### config.mk
export PLATFORM = sky130hd
export DESIGN_NAME = jk_seq_ctrl
export DESIGN_NICKNAME = d
export VERILOG_FILES = /design/src/rtl/jk_seq_pkg.sv /design/src/rtl/jk_cell.sv /design/src/rtl/jk_seq_ctrl.sv
export SDC_FILE = /design/constraint.sdc
export NUM_CORES = 1
export LEC_CHECK = 0
export CAP_MARGIN = 20
export CORE_MARGIN = 8
export CORE_UTILIZATION = 45
export DETAILED_ROUTE_END_ITERATION = 12
export GPL_ROUTABILITY_DRIVEN = 0
export PLACE_DENSITY = 0.8
export REMOVE_ABC_BUFFERS = 1
export SLEW_MARGIN = 20
export SYNTH_ARGS = -nofsm -noshare
export SYNTH_HDL_FRONTEND = slang
export SYNTH_SLANG_ARGS = --single-unit
export TNS_END_PERCENT = 10
### constraint.sdc
create_clock -name CLK -period 1.7 [get_ports CLK]
set_input_delay 0.255 -clock CLK [delete_from_list [all_inputs] [get_ports CLK]]
set_output_delay 0.255 -clock CLK [all_outputs]
set_load 0.02 [all_outputs]
### src/rtl/jk_seq_pkg.sv
// Shared encodings for the JK sequencer: command ops, controller states and
// the J/K pair codes driven into each cell.
package jk_seq_pkg;

  typedef enum logic [1:0] {
    OP_CLEAR = 2'b00,
    OP_LOAD  = 2'b01,
    OP_UP    = 2'b10,
    OP_DOWN  = 2'b11
  } op_e;

  typedef enum logic [1:0] {
    IDLE   = 2'b00,
    EXEC   = 2'b01,
    COUNT  = 2'b10,
    DONE_S = 2'b11
  } state_e;

  // Packed as {J, K}.
  typedef enum logic [1:0] {
    JK_HOLD   = 2'b00,
    JK_RESET  = 2'b01,
    JK_SET    = 2'b10,
    JK_TOGGLE = 2'b11
  } jk_e;

endpackage

### src/rtl/jk_cell.sv
// Single JK flip-flop with synchronous active-high reset to zero.
module jk_cell
  import jk_seq_pkg::*;
(
  input  logic CLK,
  input  logic RST,
  input  logic J,
  input  logic K,
  output logic Q
);

  logic r_q;

  // NOTE: clocked state is written with <= so every register samples the
  // pre-edge values of its neighbours, regardless of process ordering.
  always_ff @(posedge CLK) begin
    if (RST) begin
      r_q <= 1'b0;
    end else begin
      case (jk_e'({J, K}))
        JK_RESET:  r_q <= 1'b0;
        JK_SET:    r_q <= 1'b1;
        JK_TOGGLE: r_q <= ~r_q;
        default:   r_q <= r_q;
      endcase
    end
  end

  assign Q = r_q;

endmodule

### src/rtl/jk_seq_ctrl.sv
// Command sequencer driving a bank of JK cells as a clearable/loadable register
// or an up/down counter for a programmed number of steps.
module jk_seq_ctrl
  import jk_seq_pkg::*;
#(
  parameter int WIDTH = 4,
  parameter int CNT_W = 8
) (
  input  logic             CLK,
  input  logic             RST,
  input  logic             CMD_VALID,
  output logic             CMD_READY,
  input  logic [1:0]       CMD_OP,
  input  logic [WIDTH-1:0] CMD_DATA,
  input  logic [CNT_W-1:0] CMD_CNT,
  output logic [WIDTH-1:0] Q,
  output logic             BUSY,
  output logic             DONE,
  output logic             WRAP
);

  state_e           r_state;
  state_e           w_next;
  op_e              r_op;
  op_e              w_cmd_op;
  logic [WIDTH-1:0] r_data;
  logic [CNT_W-1:0] r_cnt;
  logic             r_wrap;
  logic             w_accept;
  logic             w_wrap;
  logic [WIDTH-1:0] w_j;
  logic [WIDTH-1:0] w_k;

  assign w_cmd_op  = op_e'(CMD_OP);
  assign CMD_READY = (r_state == IDLE) && !RST;
  assign w_accept  = CMD_VALID && CMD_READY;

  // NOTE: every variable assigned in always_comb gets a default first, so no
  // path through the case can leave it unassigned and infer a latch.
  always_comb begin
    w_next = r_state;
    case (r_state)
      IDLE: begin
        if (w_accept) begin
          if (w_cmd_op == OP_CLEAR || w_cmd_op == OP_LOAD) begin
            w_next = EXEC;
          end else if (CMD_CNT == '0) begin
            w_next = DONE_S;
          end else begin
            w_next = COUNT;
          end
        end
      end
      EXEC:    w_next = DONE_S;
      COUNT:   if (r_cnt == CNT_W'(1)) w_next = DONE_S;
      default: w_next = IDLE;
    endcase
  end

  // Per-cell J/K: counting cells toggle when every lower cell is at the
  // carry (all ones, up) or borrow (all zeros, down) value.
  always_comb begin
    jk_e  w_pair;
    logic w_up_en;
    logic w_dn_en;
    w_j = '0;
    w_k = '0;
    for (int i = 0; i < WIDTH; i++) begin
      w_up_en = 1'b1;
      w_dn_en = 1'b1;
      for (int b = 0; b < i; b++) begin
        w_up_en = w_up_en & Q[b];
        w_dn_en = w_dn_en & ~Q[b];
      end
      w_pair = JK_HOLD;
      if (r_state == EXEC) begin
        if (r_op == OP_CLEAR)     w_pair = JK_RESET;
        else if (r_op == OP_LOAD) w_pair = r_data[i] ? JK_SET : JK_RESET;
      end else if (r_state == COUNT) begin
        if (r_op == OP_UP)        w_pair = w_up_en ? JK_TOGGLE : JK_HOLD;
        else if (r_op == OP_DOWN) w_pair = w_dn_en ? JK_TOGGLE : JK_HOLD;
      end
      {w_j[i], w_k[i]} = w_pair;
    end
  end

  assign w_wrap = (r_state == COUNT) &&
                  (((r_op == OP_UP) && (&Q)) || ((r_op == OP_DOWN) && ~(|Q)));

  always_ff @(posedge CLK) begin
    if (RST) begin
      r_state <= IDLE;
      r_op    <= OP_CLEAR;
      r_data  <= '0;
      r_cnt   <= '0;
      r_wrap  <= 1'b0;
    end else begin
      r_state <= w_next;
      r_wrap  <= w_wrap;
      if (w_accept) begin
        r_op   <= w_cmd_op;
        r_data <= CMD_DATA;
        r_cnt  <= CMD_CNT;
      end else if (r_state == COUNT) begin
        r_cnt <= r_cnt - CNT_W'(1);
      end
    end
  end

  for (genvar g = 0; g < WIDTH; g++) begin : g_cell
    jk_cell u_cell (
      .CLK (CLK),
      .RST (RST),
      .J   (w_j[g]),
      .K   (w_k[g]),
      .Q   (Q[g])
    );
  end

  assign BUSY = (r_state != IDLE);
  assign DONE = (r_state == DONE_S);
  assign WRAP = r_wrap;

endmodule

==> out/metrics.csv <==
metric,value,unit
initial DRC count,43,
fin cells,207,
unrepaired setup endpoints after global routing,yes,
initial antenna violation count,0,
n_diodes,0,
Cells after Synth,150,
Synth Flop Type,dfxtp_1,
hold-fix buffers at CTS,0,
DR vias,1148,
Peak VDD IR,985,µV
fill cell count,236,
status,"complete, no violations",
Setup Skew,4.83,ps
Worst Hold Class,primary input to flip-flop,
die area,4750,µm²
"Seq/Total Area, Yosys",0.334,
half-perimeter wire length after detailed placement,2280,µm
Async SR Flop Fraction,0,
maximum root-to-sink buffer count,2,
most frequent cells in the layout,"21 x nand2_1, 19 x dfxtp_1, 19 x clkdlybuf4s50_1, 15 x nor2_1",
clk sinks,21,
gr usage total,0.131,
Post-DP Area,1550,µm²
Initial Utilization,0.465,
GRT overflow,0,
row count,19,
number of instances in the placed design,203,
"Slew Viols, Final",0,
CTS tree,built,
total power,2.19,mW
Post-synth EDFFs,0,
Vias per Instance,5.55,
Final Critical Period,1630,ps
share of post-route cells with drive strength above 1,0.159,
max-cap viol count,0,
Tcrit/Tclk final,0.959,
Final WS setup,70.4,ps
vias in the first global route,1159,
Worst Setup End Kind,flip-flop,
IO Count,25,
total CTS buffers,3,
clk_lat worst skew,290,ps
leakage,0.631,nW
Netlist cell types,41,
Hold WS,480,ps
"Avg Cell Area, Syn",8.40,µm²
"commonest non-fill, non-tap cell in the layout",nand2_1,
r2r setup slk,70,ps
first-pass GRT wire length,4890,µm
Clock power frac,0.106,
WL/cell,14.2,µm
highest clock rate,614,MHz
Int Power,1.30,mW
final setup fails,0,
sequential power share,0.360,
Final Cell Area,1600,µm²
Die Wd,68.9,µm
Least-Margin Pin Slew,333,ps
relative slew slack,0.775,
Nets,200,
die height,68.9,µm
Sw Ratio,0.407,
Worst Path Max Fanout,4,
H-tree levels,1,
DRT Pass-1 Iters,4,
Core ar.,2710,µm²
Setup crit start kind,flip-flop,
"Clk pin slew, worst setup/hold paths",110,ps
Required @ worst endpoint,1950,ps
Worst EP arrival,1880,ps
Yosys warning count,0,
#FFs+latches synth,21,
largest net degree at the start of global routing,24,
post-place setup slack,-99.9,ps
Post-Route WL,2930,µm
antenna-violating nets left,0,
area grow syn2layout,26.6,%
# DRC,0,
WS Path Type,flip-flop to flip-flop,
IO buf count,24,
Psw,0.894,mW
"Hold Vio Cnt, Final",0,
combinational power share,0.534,
Mapped Area,1260,µm²
pwr dens,1380,nW/µm²
Clock Tree Root,clkbuf_4,
-- power by group through the flow --
stage | logic, mW | clock network, mW | registers, mW
3_5_place_dp | 1.19 | 0 | 0.792
5_1_grt | 1.30 | 0.268 | 0.805
4_1_cts | 1.17 | 0.243 | 0.784
6_report | 1.17 | 0.233 | 0.790
2_1_floorplan | 0.736 | 0 | 0.795
3_3_place_gp | 1.15 | 0 | 0.776
-- worst max-delay path, stage by stage, from the launching register on --
cell,delay (ps)
dfxtp_2,340
buf_4,130
ha_2,180
nand3b_1,260
or3b_1,440
a21oi_2,120
a22o_1,120
-- Yosys cell counts (2+ instances only) --
| cell | count | area share |
|---|---|---|
| nor2_1 | 15 | 0.045 |
| nand3_1 | 3 | 0.012 |
| a211oi_1 | 7 | 0.042 |
| xnor2_1 | 5 | 0.035 |
| xor2_1 | 2 | 0.014 |
| clkbuf_1 | 5 | 0.015 |
| or3b_1 | 2 | 0.014 |
| nand2b_1 | 3 | 0.015 |
| a21oi_1 | 9 | 0.036 |
| nand3b_1 | 9 | 0.054 |
| a311oi_1 | 2 | 0.014 |
| dfxtp_1 | 21 | 0.33 |
| mux2i_1 | 2 | 0.016 |
| inv_1 | 6 | 0.018 |
| buf_4 | 5 | 0.030 |
| nor2b_1 | 3 | 0.015 |
| ha_1 | 6 | 0.060 |
| nand2_1 | 21 | 0.063 |
| or4_1 | 2 | 0.012 |
-- cell families (layout without fill, tap and decap cells) --
| family | Yosys count | after routing | share of synthesized area |
|---|---|---|---|
| AOI/OAI and AO/OA | 29 | 29 | 0.160 |
| xor gates and xnor gates | 7 | 7 | 0.0487 |
| muxes | 4 | 4 | 0.0338 |
| and+or+nand+nor | 65 | 65 | 0.289 |
| adders and majority gates | 6 | 6 | 0.0596 |
| DFF | 21 | 21 | 0.334 |
| buffers and inverters | 18 | 44 | 0.0755 |
-- repair_timing --
action / 4_1_cts / 5_1_grt
pin swaps: 1 / 1
setup buffers: 0 / 0
setup endpoints to repair: 5 / 10
gates resized for setup: 8 / 11
-- per-stage QoR --
step	TNS, ps	util
6_report	0	0.589
3_3_place_gp	-47.6	0.573
4_1_cts	-49.5	0.584
5_1_grt	-22.6	0.589
2_1_floorplan	-447	-
3_5_place_dp	-129	0.573
-- final timing paths --
| kind | startpoint | endpoint | cells past startpoint |
|---|---|---|---|
| worst max-delay path | r_state[0] | g_cell[1].u_cell.Q | 6 |
| worst min-delay path | CMD_DATA[0] | r_data[0] | 3 |
| worst max register to register | r_state[0] | g_cell[1].u_cell.Q | 6 |
| worst min register to register | r_data[3] | g_cell[3].u_cell.Q | 2 |
-- cell type report --
type	count	area [µm²]	share of cell area
flip-flops and latches	21	423	0.265
multi-input cells	111	767	0.481
inverters	6	22.5	0.0141
clock buffers	4	26.3	0.0165
well taps	31	38.8	0.0243
repair buffers	34	318	0.199
-- registers in the layout, indices dropped and copies added, names as in the netlist --
| name | flops |
|---|---|
| r_op | 2 |
| g_cell.u_cell.Q | 4 |
| r_data | 4 |
| r_state | 2 |
| WRAP | 1 |
| r_cnt | 8 |
-- layer usage --
layer / vias up / wire [µm] / global-route usage / part of all wire
met5: - / 0 / 0 / 0
met3: 2 / 185 / 0.0307 / 0.063
li1: 578 / - / - / -
met1: 537 / 1250 / 0.153 / 0.43
met2: 31 / 1490 / 0.241 / 0.51
met4: 0 / 10 / 0.0226 / 0.0034
Note: power is estimated with default switching activity, not from simulation.
